<file path="src/rtl/alu_issue_ctrl_if.sv">
// Issue and writeback channels of the ALU issue controller, grouped as one bundle.
// master = requester/consumer side, slave = alu_issue_ctrl side.
interface alu_issue_ctrl_if #(
  parameter int W    = 16,
  parameter int OPW  = 8,
  parameter int DSTW = 4
);
  logic            issue_valid;
  logic            issue_ready;
  logic [OPW-1:0]  issue_op;
  logic [W-1:0]    issue_a;
  logic [W-1:0]    issue_b;
  logic [DSTW-1:0] issue_dst;
  logic            issue_use_cf;
  logic            issue_flag_we;

  logic            wb_valid;
  logic            wb_ready;
  logic [W-1:0]    wb_acc;
  logic [W-1:0]    wb_c;
  logic [DSTW-1:0] wb_dst;

  modport master (
    output issue_valid, issue_op, issue_a, issue_b, issue_dst,
           issue_use_cf, issue_flag_we, wb_ready,
    input  issue_ready, wb_valid, wb_acc, wb_c, wb_dst
  );

  modport slave (
    input  issue_valid, issue_op, issue_a, issue_b, issue_dst,
           issue_use_cf, issue_flag_we, wb_ready,
    output issue_ready, wb_valid, wb_acc, wb_c, wb_dst
  );
endinterface

</file>
<file path="src/rtl/alu_issue_ctrl.sv">
// Single-op issue control for a clocked ALU: accept, hold operands ALU_LAT edges, capture, write back.
// Issue-to-capture is ALU_LAT+1 edges; issue_ready is low until the result leaves through wb_valid/wb_ready.
module alu_issue_ctrl #(
  parameter int W       = 16,
  parameter int OPW     = 8,
  parameter int ALU_LAT = 1,
  parameter int DSTW    = 4
) (
  input  logic            clk,
  input  logic            rst,
  alu_issue_ctrl_if.slave bus,
  output logic [W-1:0]    alu_a,
  output logic [W-1:0]    alu_b,
  output logic [OPW-1:0]  alu_op,
  output logic            alu_cf,
  input  logic [W-1:0]    alu_acc,
  input  logic [W-1:0]    alu_c,
  input  logic            alu_c_flag,
  input  logic            alu_z_flag,
  input  logic            alu_o_flag,
  output logic [2:0]      flags,
  output logic            busy
);

  localparam int CW = 4;
  localparam logic [CW-1:0] CNT_INIT = CW'(ALU_LAT - 1);

  typedef enum logic [1:0] {
    IDLE = 2'd0,
    EXEC = 2'd1,
    WB   = 2'd2
  } state_t;

  state_t          state_q;
  state_t          state_d;
  logic [CW-1:0]   cnt_q;
  logic [DSTW-1:0] dst_q;
  logic            flag_we_q;
  logic [W-1:0]    wb_acc_q;
  logic [W-1:0]    wb_c_q;
  logic [DSTW-1:0] wb_dst_q;
  logic [2:0]      flags_q;

  logic accept;
  logic capture;

  assign accept  = (state_q == IDLE) && bus.issue_valid;
  assign capture = (state_q == EXEC) && (cnt_q == '0);

  always_comb begin
    state_d = state_q;
    unique case (state_q)
      IDLE:    if (bus.issue_valid) state_d = EXEC;
      EXEC:    if (cnt_q == '0)     state_d = WB;
      WB:      if (bus.wb_ready)    state_d = IDLE;
      default: state_d = IDLE;
    endcase
  end

  always_ff @(posedge clk or posedge rst) begin
    if (rst) begin
      state_q   <= IDLE;
      cnt_q     <= '0;
      dst_q     <= '0;
      flag_we_q <= 1'b0;
      alu_a     <= '0;
      alu_b     <= '0;
      alu_op    <= '0;
      alu_cf    <= 1'b0;
      wb_acc_q  <= '0;
      wb_c_q    <= '0;
      wb_dst_q  <= '0;
      flags_q   <= '0;
    end else begin
      state_q <= state_d;
      if (accept) begin
        alu_a     <= bus.issue_a;
        alu_b     <= bus.issue_b;
        alu_op    <= bus.issue_op;
        // Carry-in uses the flags as they stand before this op can change them.
        alu_cf    <= bus.issue_use_cf & flags_q[2];
        dst_q     <= bus.issue_dst;
        flag_we_q <= bus.issue_flag_we;
        cnt_q     <= CNT_INIT;
      end else if (capture) begin
        wb_acc_q <= alu_acc;
        wb_c_q   <= alu_c;
        wb_dst_q <= dst_q;
        if (flag_we_q) flags_q <= {alu_c_flag, alu_o_flag, alu_z_flag};
      end else if (state_q == EXEC) begin
        cnt_q <= cnt_q - 1'b1;
      end
    end
  end

  assign bus.issue_ready = (state_q == IDLE);
  assign bus.wb_valid    = (state_q == WB);
  assign bus.wb_acc      = wb_acc_q;
  assign bus.wb_c        = wb_c_q;
  assign bus.wb_dst      = wb_dst_q;
  assign flags           = flags_q;
  assign busy            = (state_q != IDLE);

endmodule

</file>
<file path="src/flat_wrapper.sv">
// flat-port wrapper written by rule: the top's interface ports become plain ports
module alu_issue_ctrl_flat 
#(
  parameter int W       = 16,
  parameter int OPW     = 8,
  parameter int ALU_LAT = 1,
  parameter int DSTW    = 4
)
  (clk, rst, alu_a, alu_b, alu_op, alu_cf, alu_acc, alu_c, alu_c_flag, alu_z_flag, alu_o_flag, flags, busy, bus_issue_valid, bus_issue_op, bus_issue_a, bus_issue_b, bus_issue_dst, bus_issue_use_cf, bus_issue_flag_we, bus_wb_ready, bus_issue_ready, bus_wb_valid, bus_wb_acc, bus_wb_c, bus_wb_dst);
  alu_issue_ctrl_if #(.W(W), .OPW(OPW), .DSTW(DSTW)) bus_i ();
  input  logic clk;
  input  logic rst;
  output logic [W-1:0] alu_a;
  output logic [W-1:0] alu_b;
  output logic [OPW-1:0] alu_op;
  output logic alu_cf;
  input  logic [W-1:0] alu_acc;
  input  logic [W-1:0] alu_c;
  input  logic alu_c_flag;
  input  logic alu_z_flag;
  input  logic alu_o_flag;
  output logic [2:0] flags;
  output logic busy;
  input wire logic [$bits(bus_i.issue_valid)-1:0] bus_issue_valid;
  input wire logic [$bits(bus_i.issue_op)-1:0] bus_issue_op;
  input wire logic [$bits(bus_i.issue_a)-1:0] bus_issue_a;
  input wire logic [$bits(bus_i.issue_b)-1:0] bus_issue_b;
  input wire logic [$bits(bus_i.issue_dst)-1:0] bus_issue_dst;
  input wire logic [$bits(bus_i.issue_use_cf)-1:0] bus_issue_use_cf;
  input wire logic [$bits(bus_i.issue_flag_we)-1:0] bus_issue_flag_we;
  input wire logic [$bits(bus_i.wb_ready)-1:0] bus_wb_ready;
  output wire logic [$bits(bus_i.issue_ready)-1:0] bus_issue_ready;
  output wire logic [$bits(bus_i.wb_valid)-1:0] bus_wb_valid;
  output wire logic [$bits(bus_i.wb_acc)-1:0] bus_wb_acc;
  output wire logic [$bits(bus_i.wb_c)-1:0] bus_wb_c;
  output wire logic [$bits(bus_i.wb_dst)-1:0] bus_wb_dst;
  assign bus_i.issue_valid = bus_issue_valid;
  assign bus_i.issue_op = bus_issue_op;
  assign bus_i.issue_a = bus_issue_a;
  assign bus_i.issue_b = bus_issue_b;
  assign bus_i.issue_dst = bus_issue_dst;
  assign bus_i.issue_use_cf = bus_issue_use_cf;
  assign bus_i.issue_flag_we = bus_issue_flag_we;
  assign bus_i.wb_ready = bus_wb_ready;
  assign bus_issue_ready = bus_i.issue_ready;
  assign bus_wb_valid = bus_i.wb_valid;
  assign bus_wb_acc = bus_i.wb_acc;
  assign bus_wb_c = bus_i.wb_c;
  assign bus_wb_dst = bus_i.wb_dst;
  alu_issue_ctrl #(.W(W), .OPW(OPW), .ALU_LAT(ALU_LAT), .DSTW(DSTW)) u_core (.clk(clk), .rst(rst), .bus(bus_i), .alu_a(alu_a), .alu_b(alu_b), .alu_op(alu_op), .alu_cf(alu_cf), .alu_acc(alu_acc), .alu_c(alu_c), .alu_c_flag(alu_c_flag), .alu_z_flag(alu_z_flag), .alu_o_flag(alu_o_flag), .flags(flags), .busy(busy));
endmodule
</file>
<file path="config.mk">
export PLATFORM = sky130hd
export DESIGN_NAME = alu_issue_ctrl_flat
export DESIGN_NICKNAME = d
export VERILOG_FILES = /design/src/rtl/alu_issue_ctrl_if.sv /design/src/rtl/alu_issue_ctrl.sv /design/src/flat_wrapper.sv
export SDC_FILE = /design/constraint.sdc
export NUM_CORES = 1
export LEC_CHECK = 0
export ABC_AREA = 1
export ABC_CLOCK_PERIOD_IN_PS = 2840
export CORE_UTILIZATION = 37
export DETAILED_ROUTE_END_ITERATION = 8
export PLACE_DENSITY = 0.74
export RECOVER_POWER = 100
export SETUP_SLACK_MARGIN = 0.15
export SYNTH_ARGS = -nofsm -noshare
export SYNTH_HDL_FRONTEND = slang
export SYNTH_SLANG_ARGS = --single-unit
</file>
<file path="constraint.sdc">
create_clock -name clk -period 2.84 [get_ports clk]
set_input_delay 0.568 -clock clk [delete_from_list [all_inputs] [get_ports clk]]
set_output_delay 0.568 -clock clk [all_outputs]
set_load 0.005 [all_outputs]
</file>
==> results by stage <==
Placed design:
- After detailed placement, the total cell area comes to approximately 5300 sq um.
- The detailed placer's ending HPWL is 6.16 mm.
- At the placement stage, the worst setup path has a slack of between 0.8 and 0.9 ns.
- The final estimated routing congestion in global placement is between 0.7 and 0.8.
- The count of input and output buffers is around 170.

Clock network:
- In this run the number of H-tree levels came out at 3.
- The number of buffers inserted by hold repair at cts is 0.
- Post-CTS timing repair inserted 0 buffers for setup.
- The cell chosen for the clock root is clkbuf_8.
- Clock tree synthesis inserted a total of 9 buffers.
- For the worst-skew pair, the clock arrives at the later sink with an insertion delay of 0.34 ns.
- The total number of clock tree sinks is between 90 and 100.
- The maximum buffer depth of the clock tree is 2.
- Post-CTS repair changed the size of 0 cells.
- The clock-pin slew on the worst setup and hold paths is around 0.08 ns.
- TritonCTS built the clock tree.

Finish:
- The commonest non-fill, non-tap cell in the layout is nand2_1.
- In the final layout, the multi-input gates occupy 1100 sq um.
- The sequential cells in the finished layout cover a total of around 2300 sq um.
- The net count of the finished layout is 653.
- The layout overhead on the synthesized area is 52.5%.
- The final instance area is ~5500 sq um.
- The top cell types in the final layout, fill and taps aside, are 253 x nand2_1, 91 x dfrtp_1, 84 x dlygate4sd3_1.
- Of the cells placed in the final design, the portion with a size suffix greater than 1 is under 10%.
- The number of fill cells is 860.
- The antenna diode count is 0.

STA:
- The final setup slack of the worst path is 0.683 ns.
- Setup violations remaining at the end of the flow were counted as 0.
- The final period utilization is roughly three quarters.
- The worst max-slew margin expressed relative to the limit is 10.1%.
- The worst clock skew on the final layout is slightly above 0.008 ns.
- The fmax is roughly 460 MHz.
- After layout, the minimum clock period comes to 2.16 ns.
- The final count of pins violating max slew is 0.
- The transition time at the pin with the least slew margin is ~1.3 ns.
- The number of hold-slack violations in the final timing report was 0.
- The setup TNS is 0 ns.
- Setup repair after global routing left no endpoint under its margin.

Detailed routing:
- The first-iteration detailed-routing DRC count is around 120.
- The DRC violation count after routing is 0.
- In the final routed layout, each cell accounts on average for approximately 12 um.
- The per-cell via count in the routed design is about 4.4.
- The top routing layer in use is met4.
- The routed length on met2 is approximately 4.3 mm.
- For this block, the via count after detailed routing is between 3000 and 4000.
- After detailed routing, the met3 layer carries between 400 and 500 um of wire.
- The number of nets still failing antenna checks after routing is 0.
- For this block, wires on met1 add up to between 3 and 4 mm.
- The pre-antenna-repair detailed-routing pass consisted of 4 iterations.
- Summed over all layers, the routed wires come to 8.61 mm.

Critical path:
- The critical path is of the in -> reg type.
- The type of origin of the critical path is an input port.
- Data on the critical path is required at its endpoint by 3.00 ns.
- The endpoint identified for the worst register-to-register timing path is u_core.dst_q[1].
- On the worst path, the slowest cell contributes a delay of about 0.95 ns.
- The kind of cell adding the most delay to the critical path is buffers and inverters.
- The maximum fanout count along the critical path is 48.
- The data arrival at the endpoint of the critical path is between 2 and 2.5 ns.
- STA classifies the critical path endpoint as a register.
- The number of cells on the worst reg-to-reg path is 4.
- The cell with the largest stage delay on the worst path is inv_1.
- The setup slack of the most critical reg-to-reg path is 0.79 ns.
- The worst path buffer plus inverter count is 2.
- The startpoint identified for the worst register-to-register timing path is u_core.state_q[0].
- The critical path goes through dlygate4sd3_1, nand2_1, inv_1, o21ai_0.

Die:
- The row count is 35.
- The die height is between 100 and 150 um.
- The initial utilization of the core area, before any placement, comes to 38.7%.
- The floorplan step defined a die boundary enclosing ~10000 sq um.
- Measured along the x axis, the die boundary spans between 100 and 150 um.
- The region available for standard cell placement spans ~9400 sq um.
- about 170 I/O pins were placed.

Hold path:
- The startpoint of the lowest-slack hold path is u_core.bus.wb_c[3].
- The number of cells traversed by the worst hold path is 2.
- The min-delay analysis places its worst path in the category reg -> reg.
- The capture endpoint of the worst hold path is u_core.bus.wb_c[3].

Global route:
- The number of global-route vias before repair is between 3000 and 4000.
- The overall global routing resource usage is between 10% and 20%.
- The number of antenna violations at the first check in global routing is 0.
- The total congestion overflow after global routing is 0.
- Entering global routing, the biggest net connects 56 pins.
- The first global-routing pass estimated 14.1 mm of wire.

Pwr:
- The ratio of total power to cell area is slightly above 1000 nW/um^2.
- The leakage dissipation is between 0.002 and 0.003 uW.
- VDD sags by at most 0.753 mV.

Synthesis:
- The Yosys step of the flow raised 0 warnings.
- The synthesized netlist net count is between 400 and 500.
- The portion of the post-synthesis area used by sequential elements is a little over three fifths.
- Synthesis produced a netlist whose cell count is ~400.
- The number of storage elements in the synthesis netlist is between 90 and 100.
- After synthesis, the netlist uses 17 different library cells.
- The synthesized area per cell is 9.05 sq um.
- The area of the mapped netlist is about 3600 sq um.

Run status:
- The flow ran to the end, and the final reports show no timing, DRC or antenna violations.

Flow run:
- Max-cap violations in this run came to 0.
-- flip-flops by register name (all words and copies together), names as in the netlist, 2 cells and up --
| name | count |
|---|---|
| u_core.flags | 3 |
| u_core.alu_op | 8 |
| u_core.state_q | 2 |
| u_core.dst_q | 4 |
| u_core.bus.wb_dst | 4 |
| u_core.bus.wb_c | 16 |
| u_core.bus.wb_acc | 16 |
| u_core.alu_b | 16 |
| u_core.alu_a | 16 |
| u_core.cnt_q | 4 |
-- layer usage --
metal  up-vias  GRT usage [%]
met5         -              0
met4         0           7.69
met3        20           3.61
met2        98           30.8
met1      1446           21.4
li1       1542              -
-- layout make-up --
class                           count  area share [%]
Clock buffer                       11            2.56
Clock inverter                      5            1.81
Inverter                           13           0.950
Multi-Input combinational cell    279            19.9
Sequential cell                    91            41.2
Tap cell                          129            2.92
Timing Repair Buffer              172            30.7
-- report_power, final --
| part | internal [uW] | total [uW] | switching [uW] | leakage [uW] |
|---|---|---|---|---|
| clock network | 606 | 1030 | 426 | 0.000123 |
| registers | 1920 | 2240 | 317 | 0.00113 |
| logic | 1220 | 2350 | 1130 | 0.00158 |
| total | 3750 | 5620 | 1870 | 0.00283 |
-- cell usage after synthesis (all sizes together) --
library cell  number  area [sq um]
nand2            253           950
dfrtp             91          2280
buf               18           186
inv               13          48.8
o21ai              9          56.3
nor2               5          26.3
nand3              4          20.0
ha                 2          25.0
nand4              2          12.5
or2                2          12.5
a21oi              1          5.00
o31ai              1          7.51
-- kinds of logic (layout without fill, tap and decap cells) --
group | after synthesis | count (layout) | share of synthesized area (%)
AND/OR/NAND/NOR | 266 | 266 | 28.1
flip-flops | 91 | 91 | 62.8
AO/OA/AOI/OAI | 11 | 11 | 1.90
buffers and inverters | 31 | 201 | 6.48
adder cells (fa/ha/maj) | 2 | 2 | 0.690
-- worst max path at each step --
stage,startpoint,end,slack (ns),cells after the start
after floorplan,rst,u_core.alu_a[0],1.21,1
after global placement,bus_issue_valid,u_core.dst_q[2],0.88,4
after detailed placement,bus_issue_valid,u_core.dst_q[1],0.81,4
after CTS,u_core.state_q[0],bus_issue_ready,0.77,2
after global routing,bus_issue_valid,u_core.dst_q[1],0.47,4
final,bus_issue_valid,u_core.dst_q[1],0.68,4
-- worst reg2reg max path, stage by stage, from the launching register on --
cell	delay, ns
dfrtp_1	0.42
nor2_1	0.19
nand2_1	0.09
inv_1	0.95
o21ai_0	0.23
-- metrics by stage --
step                      total power (uW)  std cells  util (%)  hold slack [ns]
final                                 5620        700      59.0            0.467
after floorplan                       3520        401         -            0.449
after detailed placement              4920        684      56.9            0.457
after CTS                             5980        700      59.5            0.479
after global placement                4830        684      56.9            0.454
after global routing                  6130        700      59.0            0.496
No activity file was read; power rests on OpenSTA's default activity.
